`src/rtl/psg_pkg.sv`:
```
// psg_pkg
//   Shared definitions for the PSG bus controller: channel and register-type
//   codes, bit positions inside a CPU write byte, the latch record, the READY
//   FSM state type and the "silent" attenuation value.
package psg_pkg;

  // Channel field of a latch byte; channel 3 is the noise generator.
  typedef enum logic [1:0] {
    CH_TONE0 = 2'd0,
    CH_TONE1 = 2'd1,
    CH_TONE2 = 2'd2,
    CH_NOISE = 2'd3
  } channel_t;

  // Register-type field of a latch byte.
  typedef enum logic {
    TYPE_TONE  = 1'b0,
    TYPE_ATTEN = 1'b1
  } reg_type_t;

  // Remembered target of data bytes.
  typedef struct packed {
    channel_t  ch;
    reg_type_t kind;
  } latch_t;

  // READY handshake states.
  typedef enum logic {
    ST_IDLE = 1'b0,
    ST_BUSY = 1'b1
  } ready_state_t;

  localparam int LATCH_BIT = 7;
  localparam int CH_MSB    = 6;
  localparam int CH_LSB    = 5;
  localparam int TYPE_BIT  = 4;

  localparam logic [3:0] ATTEN_OFF = 4'hF;

  // Pull the channel/type fields out of a latch byte.
  function automatic latch_t decode_latch(input logic [7:0] b);
    latch_t l;
    l.ch   = channel_t'(b[CH_MSB:CH_LSB]);
    l.kind = reg_type_t'(b[TYPE_BIT]);
    return l;
  endfunction

  // Merge a write byte into a 10-bit tone period: latch bytes carry the low
  // nibble, data bytes carry the upper six bits (data[6] is ignored).
  function automatic logic [9:0] merge_period(input logic [9:0] old,
                                              input logic [7:0] b,
                                              input logic       is_latch);
    logic [9:0] p;
    p = old;
    if (is_latch) p[3:0] = b[3:0];
    else          p[9:4] = b[5:0];
    return p;
  endfunction

endpackage

```
`src/rtl/psg_clock_divider.sv`:
```
// psg_clock_divider
//   Free-running master-clock divider producing a one-cycle strobe every
//   CLOCK_DIV clocks. The count runs 0..CLOCK_DIV-1 and strobe is high while
//   the count equals CLOCK_DIV-1, so the first pulse lands CLOCK_DIV-1 cycles
//   after reset is released.
// Ports
//   clk     in  system clock
//   rst_n   in  synchronous active-low reset
//   strobe  out one-cycle pacing pulse for the tone/noise generators
module psg_clock_divider #(
  parameter int CLOCK_DIV = 16
) (
  input  logic clk,
  input  logic rst_n,
  output logic strobe
);

  localparam int W = $clog2(CLOCK_DIV);
  localparam logic [W-1:0] LAST = W'(CLOCK_DIV - 1);
  localparam logic [W-1:0] PRE  = W'(CLOCK_DIV - 2);

  logic [W-1:0] count;

  // Count with explicit wrap so non-power-of-two dividers work. The strobe is
  // registered one count early, which lines it up with count == LAST while
  // keeping the output glitch-free.
  always_ff @(posedge clk) begin
    if (!rst_n) begin
      count  <= '0;
      strobe <= 1'b0;
    end else begin
      count  <= (count == LAST) ? '0 : count + 1'b1;
      strobe <= (count == PRE);
    end
  end

endmodule

```
`src/rtl/psg_control.sv`:
```
// psg_control
//   Bus-side controller for an SN76489-style PSG. Decodes CPU byte writes into
//   three 10-bit tone periods, the 3-bit noise control and four attenuations,
//   pulses noise_reset on noise-register writes, paces the generators with the
//   divider strobe and holds ready low for READY_CYCLES clocks after a write.
// Ports
//   clk, rst_n             clock, synchronous active-low reset
//   data, we_n             CPU write byte, active-low write enable (edge taken)
//   ready                  1 = can accept a write
//   strobe                 one-cycle pulse every CLOCK_DIV clocks
//   tone_period_0..2       tone channel periods (0 passed through as-is)
//   noise_ctrl             [2]=white/periodic, [1:0]=shift rate
//   noise_reset            one-cycle pulse after a noise_ctrl write
//   atten_0..atten_3       attenuations, 4'hF = silent, channel 3 = noise
module psg_control
  import psg_pkg::*;
#(
  parameter int CLOCK_DIV    = 16,
  parameter int READY_CYCLES = 32
) (
  input  logic       clk,
  input  logic       rst_n,
  input  logic [7:0] data,
  input  logic       we_n,
  output logic       ready,
  output logic       strobe,
  output logic [9:0] tone_period_0,
  output logic [9:0] tone_period_1,
  output logic [9:0] tone_period_2,
  output logic [2:0] noise_ctrl,
  output logic       noise_reset,
  output logic [3:0] atten_0,
  output logic [3:0] atten_1,
  output logic [3:0] atten_2,
  output logic [3:0] atten_3
);

  localparam int BW = (READY_CYCLES > 1) ? $clog2(READY_CYCLES) : 1;
  localparam logic [BW-1:0] BUSY_LOAD = BW'(READY_CYCLES - 1);

  logic         we_n_q;
  latch_t       latch_q;
  ready_state_t state;
  logic [BW-1:0] busy_cnt;

  logic   accept;
  logic   is_latch;
  latch_t target;

  psg_clock_divider #(.CLOCK_DIV(CLOCK_DIV)) u_div (
    .clk    (clk),
    .rst_n  (rst_n),
    .strobe (strobe)
  );

  // A write is a falling edge of we_n seen while idle; holding we_n low never
  // produces a second edge, and edges while busy are simply lost.
  assign accept   = we_n_q & ~we_n & ready;
  assign is_latch = data[LATCH_BIT];
  // Latch bytes address the register they name; data bytes reuse the latch.
  assign target   = is_latch ? decode_latch(data) : latch_q;

  // Register file: latch, tone periods, noise control and attenuations.
  always_ff @(posedge clk) begin
    if (!rst_n) begin
      latch_q       <= '{ch: CH_TONE0, kind: TYPE_TONE};
      tone_period_0 <= '0;
      tone_period_1 <= '0;
      tone_period_2 <= '0;
      noise_ctrl    <= '0;
      noise_reset   <= 1'b0;
      atten_0       <= ATTEN_OFF;
      atten_1       <= ATTEN_OFF;
      atten_2       <= ATTEN_OFF;
      atten_3       <= ATTEN_OFF;
    end else begin
      noise_reset <= 1'b0;
      if (accept) begin
        if (is_latch) latch_q <= target;
        if (target.kind == TYPE_ATTEN) begin
          case (target.ch)
            CH_TONE0: atten_0 <= data[3:0];
            CH_TONE1: atten_1 <= data[3:0];
            CH_TONE2: atten_2 <= data[3:0];
            CH_NOISE: atten_3 <= data[3:0];
          endcase
        end else begin
          case (target.ch)
            CH_TONE0: tone_period_0 <= merge_period(tone_period_0, data, is_latch);
            CH_TONE1: tone_period_1 <= merge_period(tone_period_1, data, is_latch);
            CH_TONE2: tone_period_2 <= merge_period(tone_period_2, data, is_latch);
            CH_NOISE: begin
              noise_ctrl  <= data[2:0];
              noise_reset <= 1'b1;
            end
          endcase
        end
      end
    end
  end

  // READY FSM and we_n edge history. The busy counter starts at
  // READY_CYCLES-1 and the return to IDLE happens on the edge where it is
  // already zero, giving exactly READY_CYCLES cycles of ready low.
  always_ff @(posedge clk) begin
    if (!rst_n) begin
      we_n_q   <= 1'b1;
      state    <= ST_IDLE;
      ready    <= 1'b1;
      busy_cnt <= '0;
    end else begin
      we_n_q <= we_n;
      case (state)
        ST_IDLE: begin
          if (accept) begin
            state    <= ST_BUSY;
            ready    <= 1'b0;
            busy_cnt <= BUSY_LOAD;
          end
        end
        ST_BUSY: begin
          if (busy_cnt == '0) begin
            state <= ST_IDLE;
            ready <= 1'b1;
          end else begin
            busy_cnt <= busy_cnt - 1'b1;
          end
        end
      endcase
    end
  end

endmodule

```
`config.mk`:
```
export PLATFORM = sky130hd
export DESIGN_NAME = psg_control
export DESIGN_NICKNAME = d
export VERILOG_FILES = /design/src/rtl/psg_pkg.sv /design/src/rtl/psg_clock_divider.sv /design/src/rtl/psg_control.sv
export SDC_FILE = /design/constraint.sdc
export NUM_CORES = 1
export LEC_CHECK = 0
export BUFFER_PORTS_ARGS = -buffer_cell sky130_fd_sc_hd__buf_2
export CORE_UTILIZATION = 48
export DETAILED_ROUTE_END_ITERATION = 12
export PLACE_DENSITY = 0.78
export SLEW_MARGIN = 20
export SYNTH_ARGS = -nofsm -noshare
export SYNTH_HDL_FRONTEND = slang
export SYNTH_SLANG_ARGS = --single-unit
```
`constraint.sdc`:
```
create_clock -name clk -period 1.45 [get_ports clk]
set_input_delay 0.145 -clock clk [delete_from_list [all_inputs] [get_ports clk]]
set_output_delay 0.145 -clock clk [all_outputs]
set_load 0.05 [all_outputs]
```
==> summary.txt, run 1 <==
Outcome
  • Outcome: finished clean

Cells and area
  • Share of cells above drive strength 1: 32.1%
  • Footprint of the multi-input gates: 0.00132 sq mm
  • Final Core Density: 63.8%
  • Final #Nets: 356
  • Register area: 0.00133 sq mm
  • Number of diodes: 0
  • Final Cell Area: 0.00336 sq mm
  • Area delta synth->final: 24.8%
  • FILL cells: 449

STA
  • Skew final: 3.05 ps
  • Setup-failing EPs final: 0
  • Fin crit share: 98.1%
  • Tmin final: 1420 ps
  • Worst-Margin Slew: 477 ps
  • RSZ-0062 raised after global routing: yes
  • Rel. slew slack: 67.7%
  • Max Clk Rate: 703 MHz
  • Final Hold Viols: 0
  • Max-slew violation count: 0

Floorplanning
  • Core footprint: 0.00527 sq mm
  • Die height: 76.9 microns
  • Die area: 0.00592 sq mm
  • Die width: 76.9 microns
  • Io pins: 63
  • Cell Rows: 26
  • Initial core utilization: 51.1%

Logic synthesis
  • Register area share after synthesis: 49.0%
  • EDFF count, synth: 0
  • Commonest cells post-synth: 66 x dfxtp_1, 49 x mux2i_1, 48 x nand2_1, 21 x nor2b_1, 10 x clkbuf_1
  • Post-Syn Area per Cell: 10.1 sq um
  • Post-Syn Nets: 280
  • Top-area cell type share of the netlist area: 49.0%
  • Leading cell type by number of instances after synthesis: dfxtp_1
  • Synth Register Bits: 66
  • Main area contributors after synthesis: dfxtp_1 49%, mux2i_1 18%, nand2_1 6.7%
  • Most common flop cell mapped by yosys: dfxtp_1
  • Leading area contributor after synthesis: dfxtp_1
  • Mapped Area: 0.00269 sq mm
  • Async S/R FF share, synth: 0%
  • Synth warnings: 0
  • Gate Count Post-Synth: 266
  • Synth cell types: 37

Hold path
  • Hold WC Path Type: in2reg

Worst setup path
  • Critical path data required time: 1650 ps
  • CP endpoint kind: flop
  • CP max FO: 6
  • CP Launch Type: flop
  • Worst Setup Path Type: reg2reg
  • Data arrival, critical path: 1630 ps

Pwr
  • Overall power: 3730 uW
  • Cell leakage power: 0.00157 uW
  • Pwr Density: 1110 mW/mm^2
  • Peak VDD IR: 0.671 mV

CTS
  • Root buffer cell: clkbuf_8
  • CTS Buf Count: 9
  • Reg clk slew, reported paths: 70 ps
  • CTS tree: done
  • Post-CTS Setup Bufs: 0
  • Clk sink count: 66
  • Clock Path Buffers: 2
  • Clock Latency Late Sink: 330 ps
  • H-tree depth: 3

Routing
  • Total wire length: 5950 microns
  • DRC Markers: 0
  • Vias: 2085
  • Routed len/inst: 14.3 microns
  • Routed Antenna Nets: 0
  • Pre-antenna DRT Iters: 4
  • DRT iter0 DRCs: 107
  • Via density: 5.01

GRT
  • Largest net degree at the start of global routing: 25
  • Initial antenna violation count: 0
  • Total track usage: 20.9%
  • Global-route wire length before repair: 9450 microns
  • Vias in the first global route: 1951
  • Overflow after GRT: 0

Placed design
  • Final HPWL DP: 4130 microns
  • Port Buffer Count: 62
  • GP Congestion: 0.813
  • Area after DPL: 0.00317 sq mm

Job
  • Max_cap viols: 0
## where the power goes
group          internal (uW)  leakage (uW)  switching [uW]
Clock                    696     0.0000920             648
Combinational            174      0.000939             284
Sequential              1880      0.000537            53.5
## stage by stage
stage               worst slack (ps)  setup TNS (ps)  cells  hold slack (ps)
floorplan                       7.04               0    266              246
finish                          27.8               0    416             49.8
global route                  -0.612          -0.612    416             36.5
global placement               -31.0            -170    402              381
detailed placement             -75.8            -486    402              386
CTS                             22.9               0    416             37.1
## state kept, by name (all words and copies together), names as in the netlist
| signal | flops |
|---|---|
| state | 1 |
| tone_period_0 | 10 |
| busy_cnt | 5 |
| we_n_q | 1 |
| atten_2 | 4 |
| tone_period_2 | 10 |
| atten_0 | 4 |
| atten_1 | 4 |
| latch_q | 3 |
| tone_period_1 | 10 |
| atten_3 | 4 |
| ready | 1 |
| noise_ctrl | 3 |
| u_div.strobe | 1 |
| noise_reset | 1 |
| u_div.count | 4 |
## layout by cell type, fill, tap and decap left out, types with 3 or more instances in the layout
master    count
dfxtp_1      63
nand3b_1      3
inv_1         5
a21oi_1       3
nor2_1        5
a21boi_0      5
nor2b_1      21
mux2i_1      49
nand2_1      48
clkbuf_8     11
buf_4        17
clkinv_2      3
and3_1        3
nand3_1       6
buf_2        62
## final cells by class
| class | count | share of cell area [%] |
|---|---|---|
| sequential | 66 | 39.5 |
| clock inverter | 3 | 0.447 |
| inverter | 5 | 0.558 |
| clock buffer | 12 | 4.62 |
| multi-input combinational | 181 | 39.2 |
| timing repair buffer | 79 | 13.0 |
| tap | 70 | 2.61 |
## kinds of logic after synthesis
group,after synthesis,share of synthesized area (%)
AOI/OAI and AO/OA,21,6.32
xor gates and xnor gates,1,0.325
adders and majority gates,3,1.39
buffers and inverters,19,2.83
DFF,66,49.0
muxes,51,19.5
and+or+nand+nor,105,20.6
## per-layer routing
layer,global-route usage [%],share of wire (%),vias to the layer above
li1,-,-,1062
met1,27.2,49,943
met2,30.7,45,67
met3,5.71,4.5,13
met4,12.7,2.3,0
met5,0,0,-
## what timing repair did
item                                    4_1_cts  5_1_grt
cloned                                        0        0
hold buffers                                  0        0
resized for setup                             4        5
endpoints found under the setup margin       18       14
pin swaps                                     2        3
## final timing paths
kind                           end             start  slack, ps  depth (start not counted)
setup / recovery  tone_period_1[6]        latch_q[1]         30                          3
hold / removal              we_n_q              we_n         50                          2
setup reg to reg  tone_period_1[6]        latch_q[1]         30                          3
hold reg to reg   tone_period_2[0]  tone_period_2[0]        460                          2
## worst max-delay path, stage by stage (launching register included)
cell,delay (ps)
dfxtp_2,350
or3b_4,390
or3_4,410
mux2i_1,150
Note: power is estimated with default switching activity, not from simulation.
==> run 2, diff against run 1 <==
Settings changed: PLACE_DENSITY 0.78 to default, PLACE_DENSITY_LB_ADDON from default to 0.25.
==> run 2 against run 1 <==
Net effect:
- worst hold slack worse by 4.0 ps
- count of clock-buffer cells in the layout is 1 higher
- sequential cell count stayed put
- highest routed layer unchanged
==> summary.txt, run 2 (synthesized netlist as in run 1, its figures left out) <==
GRT
  • Initial antenna violation count: 0
  • Layer with the highest usage: met2
  • Overflow after GRT: 0
  • Global-route wire length before repair: 9890 microns
  • Largest net degree at the start of global routing: 24
  • Met1 Track Usage GR: 27.5%
  • Total track usage: 21.6%
  • GR Layer Usage met2: 32.9%
  • Met3 Usage GRT: 7.26%
  • Vias in the first global route: 2011

STA
  • Worst-Margin Slew: 416 ps
  • Tmin final: 1410 ps
  • Final Hold Viols: 0
  • Setup-failing EPs final: 0
  • Max-slew violation count: 0
  • Rel. slew slack: 71.9%
  • Skew final: 4.96 ps
  • RSZ-0062 raised after global routing: yes
  • Max Clk Rate: 711 MHz
  • Fin crit share: 97.0%

Worst setup path
  • CP endpoint kind: flop
  • Reg2Reg Setup Slack: 40 ps
  • Reg2reg start: latch_q[1]
  • Reg-to-Reg End: tone_period_1[7]
  • Worst Setup Path Type: reg2reg
  • Worst Reg-to-Reg Cells: 3
  • CP max FO: 6
  • CP Launch Type: flop
  • Data arrival, critical path: 1620 ps
  • Critical path data required time: 1660 ps

Hold path
  • Hold Crit Endpoint: we_n_q
  • Hold WC Path Type: in2reg
  • Hold Crit Start: we_n
  • Hold Crit Depth: 2

Floorplanning
  • Io pins: 63
  • Core footprint: 0.00527 sq mm
  • Initial core utilization: 51.1%
  • Cell Rows: 26
  • Die width: 76.9 microns
  • Die height: 76.9 microns
  • Die area: 0.00592 sq mm

Cells and area
  • Biggest regs: tone_period_0: 10 flops, tone_period_1: 10 flops, tone_period_2: 10 flops
  • FILL cells: 470
  • Final Core Density: 64.6%
  • Footprint of the multi-input gates: 0.00134 sq mm
  • Number of diodes: 0
  • Commonest non-fill, non-tap cells in the layout: 63 x dfxtp_1, 62 x buf_2, 49 x mux2i_1, 48 x nand2_1, 21 x nor2b_1
  • Register area: 0.00133 sq mm
  • Most common cell after layout, fill and taps aside: dfxtp_1
  • Final #Nets: 358
  • Area delta synth->final: 26.3%
  • Share of cells above drive strength 1: 32.5%

Pwr
  • Peak VDD IR: 0.594 mV
  • Pwr Density: 1130 mW/mm^2
  • Overall power: 3840 uW
  • Cell leakage power: 0.00158 uW

Routing
  • DRC Markers: 0
  • DRT iter0 DRCs: 95
  • Total wire length: 6040 microns
  • Pre-antenna DRT Iters: 4
  • Via density: 4.98
  • Vias: 2080
  • Routed len/inst: 14.5 microns
  • Routed Antenna Nets: 0

CTS
  • Reg clk slew, reported paths: 70 ps
  • CTS tree: done
  • CTS Buf Count: 9
  • H-tree depth: 3
  • Clock Latency Late Sink: 330 ps
  • Clock Path Buffers: 2
  • Hold-fix buffers at CTS: 0
  • Root buffer cell: clkbuf_8
  • Clk sink count: 66

Placed design
  • GP Congestion: 0.894
  • Final HPWL DP: 4320 microns
  • Port Buffer Count: 62

Outcome
  • Outcome: finished clean

Job
  • Max_cap viols: 0
-- run 2: routing by layer --
layer / routed length, microns / vias up
li1: - / 1063
met1: 2830 / 948
met2: 2800 / 57
met3: 316 / 12
met4: 99 / 0
met5: 0 / -
-- run 2: area by class of cell --
cell class,instances,share of cell area (%)
clock buffer,13,5.00
clock inverter,2,0.294
inverter,5,0.552
multi-input combinational,181,39.2
sequential,66,39.0
tap,70,2.57
timing repair buffer,81,13.3
-- run 2: per-stage QoR --
stage	area [sq um]	cells	hold slack (ps)	worst slack [ps]	setup TNS, ps
3_5_place_dp	3180	403	384	-74.0	-406
2_1_floorplan	2700	266	246	7.04	0
4_1_cts	3380	419	28.4	0.586	0
5_1_grt	3400	418	52.8	-27.0	-28.0
6_report	3400	418	45.8	43.7	0
3_3_place_gp	3180	403	380	-50.9	-295
-- run 2: what timing repair did --
| item | in CTS | in global routing |
|---|---|---|
| buffers inserted | 1 | 0 |
| setup endpoints to repair | 9 | 21 |
| resized for setup | 3 | 7 |
| pin swaps | 1 | 1 |
-- run 2: worst max-delay path, cell delays in order (launching register included) --
cell and delay [ps]:
dfxtp_2 340, or3b_4 390, or3_4 400, mux2i_1 150
-- run 2: power by group --
| part | switching (uW) | total (uW) | internal, uW |
|---|---|---|---|
| Combinational | 290 | 480 | 190 |
| Clock | 663 | 1420 | 758 |
| Sequential | 57.2 | 1940 | 1880 |
-- run 2: worst max path at each step --
| stage | startpoint | to | cells after the start |
|---|---|---|---|
| after floorplan | ready | tone_period_1[4] | 4 |
| after global placement | latch_q[1] | tone_period_1[4] | 3 |
| after detailed placement | latch_q[1] | tone_period_1[7] | 3 |
| after CTS | latch_q[1] | noise_ctrl[1] | 5 |
| after global routing | latch_q[1] | noise_ctrl[1] | 4 |
| final | latch_q[1] | tone_period_1[7] | 3 |
==> run 3, diff against run 2 <==
Settings changed: ABC_AREA from default to 1, CAP_MARGIN from default to 15.
==> run 3 against run 2 <==
Net effect:
- sequential power about the same
- critical path type unchanged
- clock power hardly changed
- highest routed layer unchanged
- non-clock buffer count shrank 9
- synthesized cell count rose by 50%
- cell area increased by 1.7%
- critical endpoint is now atten_3[3]
- via count up 26%
- die area up 5.3%
- clock skew hardly changed
- worst setup slack gained 110 ps
- largest cell class is now flip-flops and latches
==> summary.txt, run 3 <==
Outcome
  • Outcome: finished clean

Pwr
  • Pwr Density: 1170 mW/mm^2
  • Peak VDD IR: 0.765 mV
  • Cell leakage power: 0.00168 uW

CTS
  • CTS tree: done
  • Post-CTS Setup Bufs: 0
  • Clock Path Buffers: 2
  • Clk sink count: 66
  • Clock Latency Late Sink: 340 ps
  • Root buffer cell: clkbuf_8
  • H-tree depth: 3
  • CTS Buf Count: 9
  • Reg clk slew, reported paths: 60 ps

Cells and area
  • FILL cells: 551
  • Final #Nets: 480
  • Footprint of the multi-input gates: 0.00130 sq mm
  • Register area: 0.00132 sq mm
  • Number of diodes: 0
  • Most common cell after layout, fill and taps aside: nand2_1
  • Biggest regs: tone_period_0: 10 flops, tone_period_1: 10 flops, tone_period_2: 10 flops
  • Final Core Density: 61.7%
  • Area delta synth->final: 21.8%
  • Commonest non-fill, non-tap cells in the layout: 100 x nand2_1, 71 x nor2_1, 65 x dfxtp_1, 62 x buf_2, 42 x inv_1
  • Share of cells above drive strength 1: 23.4%

Placed design
  • GP Congestion: 0.843
  • Final HPWL DP: 4630 microns
  • Port Buffer Count: 62
  • Worst slack, placed: 68.9 ps

Logic synthesis
  • Async S/R FF share, synth: 0%
  • Register area share after synthesis: 46.5%
  • Post-Syn Nets: 413
  • Gate Count Post-Synth: 399
  • Main area contributors after synthesis: dfxtp_1 47%, nand2_1 13%, nor2_1 9.4%
  • Top-area cell type share of the netlist area: 46.5%
  • Synth Register Bits: 66
  • Leading cell type by number of instances after synthesis: nand2_1
  • Most common flop cell mapped by yosys: dfxtp_1
  • Mapped Area: 0.00284 sq mm
  • Synth cell types: 24
  • EDFF count, synth: 0
  • Commonest cells post-synth: 101 x nand2_1, 71 x nor2_1, 66 x dfxtp_1, 42 x inv_1, 33 x nand3_1
  • Synth warnings: 0
  • Post-Syn Area per Cell: 7.12 sq um
  • Leading area contributor after synthesis: dfxtp_1

GRT
  • Overflow after GRT: 0
  • Initial antenna violation count: 0
  • Vias in the first global route: 2420
  • Global-route wire length before repair: 10700 microns
  • Total track usage: 22.2%
  • Largest net degree at the start of global routing: 28

STA
  • Worst-Margin Slew: 305 ps
  • Max-slew violation count: 0
  • Max Clk Rate: 771 MHz
  • Rel. slew slack: 79.7%
  • Setup-failing EPs final: 0
  • Skew final: 5.05 ps
  • Tmin final: 1300 ps
  • Final setup margin: 153 ps
  • Fin crit share: 89.5%
  • Total Neg Setup Slack: 0 ps
  • RSZ-0062 raised after global routing: no
  • Final Hold Viols: 0

Job
  • Max_cap viols: 0

Routing
  • Total wire length: 6230 microns
  • Routed Antenna Nets: 0
  • DRT iter0 DRCs: 119
  • Vias: 2628
  • Pre-antenna DRT Iters: 4
  • Via density: 4.84
  • DRC Markers: 0
  • Routed len/inst: 11.5 microns

Floorplanning
  • Cell Rows: 27
  • Io pins: 63
  • Initial core utilization: 50.6%
  • Die area: 0.00623 sq mm
  • Core footprint: 0.00561 sq mm
  • Die width: 78.9 microns
  • Die height: 78.9 microns

Worst setup path
  • Data arrival, critical path: 1520 ps
  • CP max FO: 6
  • Critical path data required time: 1670 ps
  • CP endpoint kind: flop
  • CP Launch Type: flop
  • Worst Setup Path Type: reg2reg

Hold path
  • Hold WC Path Type: in2reg
run 3: kinds of logic (layout without fill, tap and decap cells):
logic type	Yosys count	after routing	share of synthesized area [%]
buf+inv	60	132	8.55
compound gates	12	12	2.29
simple gates	255	255	40.4
flops	66	66	46.5
xor+xnor	3	3	0.925
fa+ha+maj	3	3	1.32
run 3: worst paths after layout:
check	endpoint	from	slack [ps]	cells past startpoint
max	atten_3[3]	ready	150	7
min	we_n_q	we_n	70	3
max reg2reg	atten_3[3]	ready	150	7
min reg2reg	atten_0[1]	atten_0[1]	460	2
run 3: power by group:
group          leakage [uW]  internal (uW)  switching (uW)  total, uW
clock network     0.0000965            757             657       1410
registers          0.000537           1890            46.0       1940
logic               0.00105            197             481        677
run 3: layout make-up:
class | count | area share (%)
Tap cell | 72 | 2.60
Timing Repair Buffer | 72 | 11.5
Multi-Input combinational cell | 273 | 37.6
Clock buffer | 14 | 4.99
Clock inverter | 2 | 0.289
Inverter | 44 | 4.77
Sequential cell | 66 | 38.2
run 3: worst max-delay path: stages (launching register included):
cell and delay, ps:
dfxtp_2 360, nand2_1 90, nor2_4 180, nand2_1 160, nor2_4 170, inv_1 100, nand2_1 60, nand3_1 60
run 3: stage by stage:
stage	std cells	area (sq um)	total power, uW	hold WS, ps
final	543	3460	4030	66.0
after global routing	543	3460	4240	77.6
after CTS	543	3430	4060	16.9
after detailed placement	527	3250	2640	375
after global placement	527	3250	2630	372
after floorplan	399	2840	2480	242
run 3: routing by layer:
layer  share of wire [%]  wire length (microns)  track usage (%)  vias to the layer above
li1                    -                      -                -                     1395
met5                   0                      0                0                        -
met4                0.95                     59             8.73                        0
met1                  48                   2980             27.3                     1165
met3                 5.6                    347             6.44                        4
met2                  46                   2850             36.4                       64
run 3: timing repair:
action / CTS / global route
hold buffers: 0 / 0
gates resized for setup: 0 / 6
endpoints found under the setup margin: 0 / 16
hold endpoints to repair: 0 / 0
